File: src/rtl/fetch_line_queue.sv
// Instruction fetch queue: buffers whole i-cache lines and unpacks them into an in-order
// one-instruction-per-cycle stream. Define FETCH_QUEUE_BYPASS_EN for zero-latency hand-off when empty.
module fetch_line_queue #(
    parameter int XLEN       = 32,
    parameter int ILEN       = 32,
    parameter int LINE_INSTR = 4,
    parameter int DEPTH      = 4
) (
    input  logic                       clk_i,
    input  logic                       rst_n_i,
    input  logic                       flush_i,
    input  logic                       line_valid_i,
    output logic                       line_ready_o,
    input  logic [XLEN-1:0]            line_pc_i,
    input  logic [LINE_INSTR*ILEN-1:0] line_i,
    output logic                       issue_valid_o,
    input  logic                       issue_ready_i,
    output logic [ILEN-1:0]            instruction_o,
    output logic [XLEN-1:0]            instr_pc_o,
    output logic [$clog2(DEPTH+1)-1:0] count_o
);

    localparam int OFFW = $clog2(LINE_INSTR);
    localparam int BOFF = $clog2(ILEN / 8);
    localparam int PTRW = $clog2(DEPTH);
    localparam int CNTW = $clog2(DEPTH + 1);
    localparam int PCHW = XLEN - OFFW - BOFF;

    typedef logic [LINE_INSTR-1:0][ILEN-1:0] line_t;

    line_t           line_mem [DEPTH];
    logic [PCHW-1:0] pc_mem   [DEPTH];
    logic [OFFW-1:0] idx_mem  [DEPTH];

    logic [PTRW-1:0] head;
    logic [PTRW-1:0] tail;
    logic [CNTW-1:0] count;

    line_t           in_words;
    logic [OFFW-1:0] in_off;
    logic [OFFW-1:0] push_idx;
    logic [OFFW-1:0] head_idx;
    logic [ILEN-1:0] head_instr;
    logic [XLEN-1:0] head_pc;
    logic            empty;
    logic            full;
    logic            bypass;
    logic            push;
    logic            pop;
    logic            free_head;

    assign in_words = line_i;
    assign in_off   = line_pc_i[BOFF +: OFFW];
    assign empty    = (count == '0);
    assign full     = (count == CNTW'(DEPTH));

    assign head_idx   = idx_mem[head];
    assign head_instr = line_mem[head][head_idx];
    assign head_pc    = XLEN'({pc_mem[head], head_idx}) << BOFF;

`ifdef FETCH_QUEUE_BYPASS_EN
    assign bypass = empty && line_valid_i && !flush_i;
`else
    assign bypass = 1'b0;
`endif

    // Byte-offset bits of the fetch PC never select anything.
    generate
        if (BOFF > 0) begin : g_byte_bits
            logic unused_byte_bits;
            assign unused_byte_bits = ^line_pc_i[BOFF-1:0];
        end
    endgenerate

    assign line_ready_o = !full;
    assign count_o      = count;

    assign pop       = !empty && !flush_i && issue_ready_i;
    assign free_head = pop && (head_idx == OFFW'(LINE_INSTR - 1));

    // A line consumed in bypass is stored past the word already issued, or not at all.
    always_comb begin
        push     = line_valid_i && !full && !flush_i;
        push_idx = in_off;
        if (bypass && issue_ready_i) begin
            push_idx = in_off + OFFW'(1);
            if (in_off == OFFW'(LINE_INSTR - 1)) begin
                push = 1'b0;
            end
        end
    end

    always_comb begin
        issue_valid_o = 1'b0;
        instruction_o = '0;
        instr_pc_o    = '0;
        if (bypass) begin
            issue_valid_o = 1'b1;
            instruction_o = in_words[in_off];
            instr_pc_o    = (line_pc_i >> BOFF) << BOFF;
        end else if (!empty) begin
            issue_valid_o = !flush_i;
            instruction_o = head_instr;
            instr_pc_o    = head_pc;
        end
    end

    always_ff @(posedge clk_i or negedge rst_n_i) begin
        if (!rst_n_i) begin
            head  <= '0;
            tail  <= '0;
            count <= '0;
            for (int i = 0; i < DEPTH; i++) begin
                idx_mem[i] <= '0;
            end
        end else if (flush_i) begin
            head  <= '0;
            tail  <= '0;
            count <= '0;
        end else begin
            if (push) begin
                tail          <= tail + PTRW'(1);
                idx_mem[tail] <= push_idx;
            end
            if (pop) begin
                if (free_head) begin
                    head <= head + PTRW'(1);
                end else begin
                    idx_mem[head] <= head_idx + OFFW'(1);
                end
            end
            if (push && !free_head) begin
                count <= count + CNTW'(1);
            end else if (!push && free_head) begin
                count <= count - CNTW'(1);
            end
        end
    end

    // Line payload carries no reset; only entries below count are ever read.
    always_ff @(posedge clk_i) begin
        if (push) begin
            line_mem[tail] <= in_words;
            pc_mem[tail]   <= line_pc_i[XLEN-1 -: PCHW];
        end
    end

endmodule

File: config.mk
export PLATFORM = sky130hd
export DESIGN_NAME = fetch_line_queue
export DESIGN_NICKNAME = d
export VERILOG_FILES = /design/src/rtl/fetch_line_queue.sv
export SDC_FILE = /design/constraint.sdc
export NUM_CORES = 1
export LEC_CHECK = 0
export BUFFER_PORTS_ARGS = -buffer_cell sky130_fd_sc_hd__buf_4
export CAP_MARGIN = 30
export CORE_MARGIN = 5
export CORE_UTILIZATION = 45
export CTS_BUF_LIST = sky130_fd_sc_hd__clkbuf_16
export DETAILED_ROUTE_END_ITERATION = 8
export MAX_ROUTING_LAYER = met4
export PLACE_DENSITY_LB_ADDON = 0.12
export SLEW_MARGIN = 30
export SYNTH_ARGS = -nofsm -noshare
export SYNTH_HDL_FRONTEND = slang
export SYNTH_SLANG_ARGS = --single-unit
File: constraint.sdc
create_clock -name clk_i -period 4.56 [get_ports clk_i]
set_input_delay 0.456 -clock clk_i [delete_from_list [all_inputs] [get_ports clk_i]]
set_output_delay 0.456 -clock clk_i [all_outputs]
set_load 0.01 [all_outputs]
==> results of run 1 <==
-- cell families (layout without fill, tap and decap cells) --
kind of cell | after synthesis | after routing
AND/OR/NAND/NOR | 61 | 61
XOR/XNOR | 3 | 3
other | 1 | 10
adder cells (fa/ha/maj) | 10 | 10
multiplexers | 243 | 243
buffers and inverters | 69 | 385
AO/OA/AOI/OAI | 34 | 34
flip-flops | 639 | 639
-- registers in the layout, indices dropped and copies added, names as in the netlist --
name      cells
tail          2
line_mem    512
pc_mem      112
idx_mem       8
count_o       3
head          2
-- worst max-delay path: stages, from the launching register on --
cell     delay (ns)
dfrtp_4        0.44
buf_4          0.52
buf_4          0.68
mux4_2         0.41
mux2i_1        0.18
o22ai_1        0.14
buf_4          0.19
-- per-stage QoR --
stage | instance area, um2 | setup WS (ns)
2_1_floorplan | 24620 | 0.02761
3_3_place_gp | 27190 | 1.423
3_5_place_dp | 27190 | 1.448
4_1_cts | 29320 | 0.7935
5_1_grt | 29370 | 0.6740
6_report | 29370 | 0.8975
-- area by class of cell --
class	instances	area, um2	area share (%)
diodes	8	20.02	0.06815
clock buffers	73	1827	6.219
clock inverters	45	291.5	0.9925
inverters	13	68.82	0.2343
multi-input cells	353	5154	17.55
flip-flops and latches	639	19120	65.10
well taps	696	870.8	2.965
repair buffers	254	2021	6.879
-- layout by cell type, fill, tap and decap left out, drive strengths merged, types with 10 or more instances in the layout --
master,n
buf,253
nor2,10
mux2i,82
mux4,158
clkinv,23
dfrtp,15
and2,30
edfxtp,624
clkbuf,73
o22ai,32
inv,31
-- worst paths after layout --
check	start	to	slack [ns]	cells after the start
worst max-delay path	head[1]	instruction_o[21]	0.90	6
worst min-delay path	line_i[95]	line_mem[0][95]	0.07	1
worst max register to register	head[0]	count_o[2]	1.58	8
worst min register to register	idx_mem[2]	idx_mem[2]	0.58	2
max in group asynchronous	rst_n_i	head[0]	4.07	2
min in group asynchronous	rst_n_i	count_o[0]	0.27	2
-- metal layers --
metal	GRT usage (%)	up-vias	wire length (um)
met5	-	-	0
met4	5.111	0	864
met3	3.847	63	2496
met2	27.91	217	25260
met1	22.99	5969	21830
li1	-	5021	-
-- power groups by stage --
stage          registers, uW  clock network (uW)  logic (uW)
2_1_floorplan           7030                   0        1570
3_3_place_gp            6990                   0        2780
3_5_place_dp            7010                   0        2790
4_1_cts                 6890                5350        2800
5_1_grt                 6910                5600        2930
6_report                6890                5190        2720
==> impl_metrics.ini, run 1 <==
[detailed_routing]
viasPerCell = 5.416
wl_per_cell_um = 24.25
drtPass1Iterations = 5
antenna_left = 0
drc = 0
drt-total-wl_mm = 50.46
dr_total_vias = 11270
drt_iter0_markers = 586

[worst_setup_path]
cp-start-kind = register
cp.arrival_ns = 3.21
required_ns = 4.10
path_max_fanout = 45
crit_type = register to primary output
worst_setup_path_end_kind = primary output

[timing]
finalCritPeriodShare_pct = 80.32
period_needed_ns = 3.662
max_slew_margin_pct = 43.36
worst_pin_slew_ns = 0.8496
setup_viol = 0
hold_ws_ns = 0.06554
hold_violations = 0
clock_skew_ns = 0.01390
final_max_slew_viol_count = 0
rsz0062_at_grt = no
fmax_ghz = 0.2730
fin_setup_tns_ns = 0

[floorplanning]
io_pins = 234
rows = 85
initial_utilization_pct = 45.57
die_h_um = 243.9
fp.dieW_um = 243.9
coreArea_um2 = 54030
die-area_um2 = 59480

[global_routing]
grt_pass1_vias = 12126
track_usage_pct = 17.48
gr-total-overflow = 0
grt_pass1_wl_mm = 76.36
antenna_found_initial = 8
grt_max_degree = 97

[clock_tree]
htreeDepth = 3
cts_buffer_depth = 3
cts.reportedPaths.clkPinSlew_ns = 0.06
cts_tree = done
numCtsBuffers = 69
clock_latency_ns = 0.59
cts_sinks = 639
cts_root_buf = clkbuf_16
hold_buffers = 1
cts_resized = 0
cts_setup_buffers = 0

[power]
total_power_uw = 14800
leakage_uw = 0.009918
pwr-share-clk_pct = 35.1
p_seq_share_pct = 46.6
switching_share_pct = 25.26
p_sw_uw = 3738
ir_drop_mv = 0.2687
power.internal_uw = 11060
power.density_nw_per_um2 = 503.7
pwr-share-comb_pct = 18.4

[flow_run]
maxCapViolCount = 0

[place]
gp_congestion = 0.6851
numPortBuffers = 229
hpwlAfterDp_mm = 28.87
dp_cells = 1953

[synth]
async_flop_share_pct = 2.347
synth_edf_count = 624
syn_area_um2 = 24620
netlist_instances = 1060
synth_common_cells = edfxtp_1 (624), mux4_2 (158), mux2i_1 (82)
ys_ff_latch = 639
synthFlopType = edfxtp_1
synth_most_common_cell = edfxtp_1
synth_xor_area_share_pct = 0.1067
seq_area_frac_synth_pct = 77.64
synth_top_family_by_area = multiplexers
synth_mux_area_share_pct = 17.93
yosys-top-cells-area = edfxtp_1 (76%), mux4_2 (14%), mux2i_1 (3.3%)
yosysWarnings = 0
synth_fa_ha_area_share_pct = 0.5388
synth_compound_area_share_pct = 0.8640
yosys.cell_types.count = 33
syn_avg_cell_area_um2 = 23.22
yosys.area.top_type = edfxtp_1
synth_simple_gate_area_share_pct = 1.449
yosysTopAreaCellShare_pct = 76.12

[status]
status = completed

[hold_path]
hold_path.class = input pin to register

[layout]
drive_gt1_share_pct = 37.04
fill_cells = 4222
fin_nets = 1505
area_growth_pct = 19.32
final_core_util_pct = 54.37
instances_no_fill = 2081
No activity file was read; power rests on OpenSTA's default activity.
==> run 2, diff against run 1 <==
==> constraint.sdc (replaced) <==
create_clock -name clk_i -period 3.8 [get_ports clk_i]
set_input_delay 0.38 -clock clk_i [delete_from_list [all_inputs] [get_ports clk_i]]
set_output_delay 0.38 -clock clk_i [all_outputs]
set_load 0.01 [all_outputs]
==> run 2 against run 1 <==
Effect of this change:
- clock power is 18% higher
- hold slack better by 0.0099 ns
- sequential power is 20% higher
- largest power group unchanged
==> impl_metrics.ini, run 2 (synthesis results as in run 1) <==
[layout]
area_growth_pct = 25.59
drive_gt1_share_pct = 32.94
instances_no_fill = 2240
fin_nets = 1663
largest_reg_flops = 512
fin_area_um2 = 30920
fill_cells = 4072
final_cell_mix = edfxtp_1 (624), buf_4 (243), mux4_2 (157), dlygate4sd3_1 (157), mux2i_1 (82)
largestRegisters = line_mem (512), pc_mem (112), idx_mem (8)
layout_commonest_cell = edfxtp_1
regMostFlops = line_mem

[hold_path]
min_from = flush_i
hold_path.class = input pin to register
hold_path_depth = 2

[worst_setup_path]
crit_type = register to primary output
worst_setup_path_end_kind = primary output
cp_slowest_cell = mux4_2
crit_buf_inv = 2
rr_worst_depth = 8
required_ns = 3.42
cp-startpoint = head[0]
cp-start-kind = register
cp.arrival_ns = 3.14
cpMostUsedCell = buf_4
slowest_delay_ns = 0.64
crit_chain = mux4_2 > nand2_2 > buf_4 > o22ai_1 > buf_4
path_delay_family = multiplexers
path_max_fanout = 21
rr_startpoint = head[0]
crit_cells = 5

[place]
hpwlAfterDp_mm = 28.82
gp_congestion = 0.7298
numPortBuffers = 229
dpl_cell_area_um2 = 27250
dp_cells = 1955

[clock_tree]
cts_sinks = 639
cts.reportedPaths.clkPinSlew_ns = 0.06
cts_root_buf = clkbuf_16
cts_setup_buffers = 0
cts_tree = done
clock_latency_ns = 0.60
cts_buffer_depth = 3
htreeDepth = 3
numCtsBuffers = 70

[floorplanning]
initial_utilization_pct = 45.57
coreArea_um2 = 54030
rows = 85
die-area_um2 = 59480
die_h_um = 243.9
io_pins = 234
fp.dieW_um = 243.9

[detailed_routing]
drc = 0
wl_per_cell_um = 23.20
dr_total_vias = 11957
viasPerCell = 5.338
drt_iter0_markers = 621
antenna_left = 0
drtPass1Iterations = 4
drt-total-wl_mm = 51.96

[timing]
clock_skew_ns = 0.02404
fin_setup_tns_ns = 0
finalCritPeriodShare_pct = 92.56
rsz0062_at_grt = no
hold_ws_ns = 0.07541
fmax_ghz = 0.2843
hold_violations = 0
period_needed_ns = 3.517
max_slew_margin_pct = 44.64
worst_pin_slew_ns = 0.8304
setup_viol = 0
final_max_slew_viol_count = 0

[power]
power.density_nw_per_um2 = 577.7
leakage_uw = 0.01055
ir_drop_mv = 0.3671

[flow_run]
maxCapViolCount = 0

[global_routing]
gr-total-overflow = 0
grt_max_degree = 114
track_usage_pct = 18.11
grt_pass1_vias = 13172
grt_pass1_wl_mm = 79.56
antenna_found_initial = 8

[status]
status = completed
[run 2: final timing paths]
check | slack (ns) | end
worst max-delay path | 0.28 | instruction_o[30]
worst min-delay path | 0.08 | tail[0]
worst max register to register | 0.73 | count_o[2]
worst min register to register | 0.58 | idx_mem[4]
max in group asynchronous | 3.36 | head[1]
min in group asynchronous | 0.23 | count_o[2]
[run 2: timing repair]
item,4_1_cts,5_1_grt
hold endpoints to repair,639,0
gates resized for setup,0,0
hold buffers,157,0
[run 2: metal layers]
metal | global-route usage, % | wire length (um)
met5 | - | 0
met4 | 4.530 | 1074
met3 | 3.661 | 2205
met2 | 29.82 | 26470
met1 | 23.55 | 22210
[run 2: through the flow]
step	total power (uW)	util [%]	setup slack (ns)
after floorplan	10300	-	-0.08898
after global placement	11750	50.44	0.6918
after detailed placement	11790	50.44	0.6835
after CTS	18140	57.19	0.1618
after global routing	18640	57.23	0.08770
final	17860	57.23	0.2828
[run 2: layout make-up]
type                            count  area [um2]  share of cell area, %
Antenna cell                        8       20.02                0.06475
Clock buffer                       71        1777                  5.747
Clock inverter                     49       295.3                 0.9551
Inverter                           13       63.81                 0.2064
Multi-Input combinational cell    353        5154                  16.67
Sequential cell                   639       19120                  61.85
Tap cell                          696       870.8                  2.817
Timing Repair Buffer              411        3616                  11.70
[run 2: worst register-to-register path: cells and delay by family (launching register included)]
kind / cells / cell delay (ns)
adders and majority gates: 2 / 0.50
DFF: 1 / 0.58
muxes: 3 / 1.40
and+or+nand+nor: 3 / 0.47
[run 2: power by group]
group,switching (uW),total (uW),internal (uW)
Combinational,1860,3440,1580
Clock,2580,6150,3570
Sequential,102,8270,8160
Total,4540,17900,13300
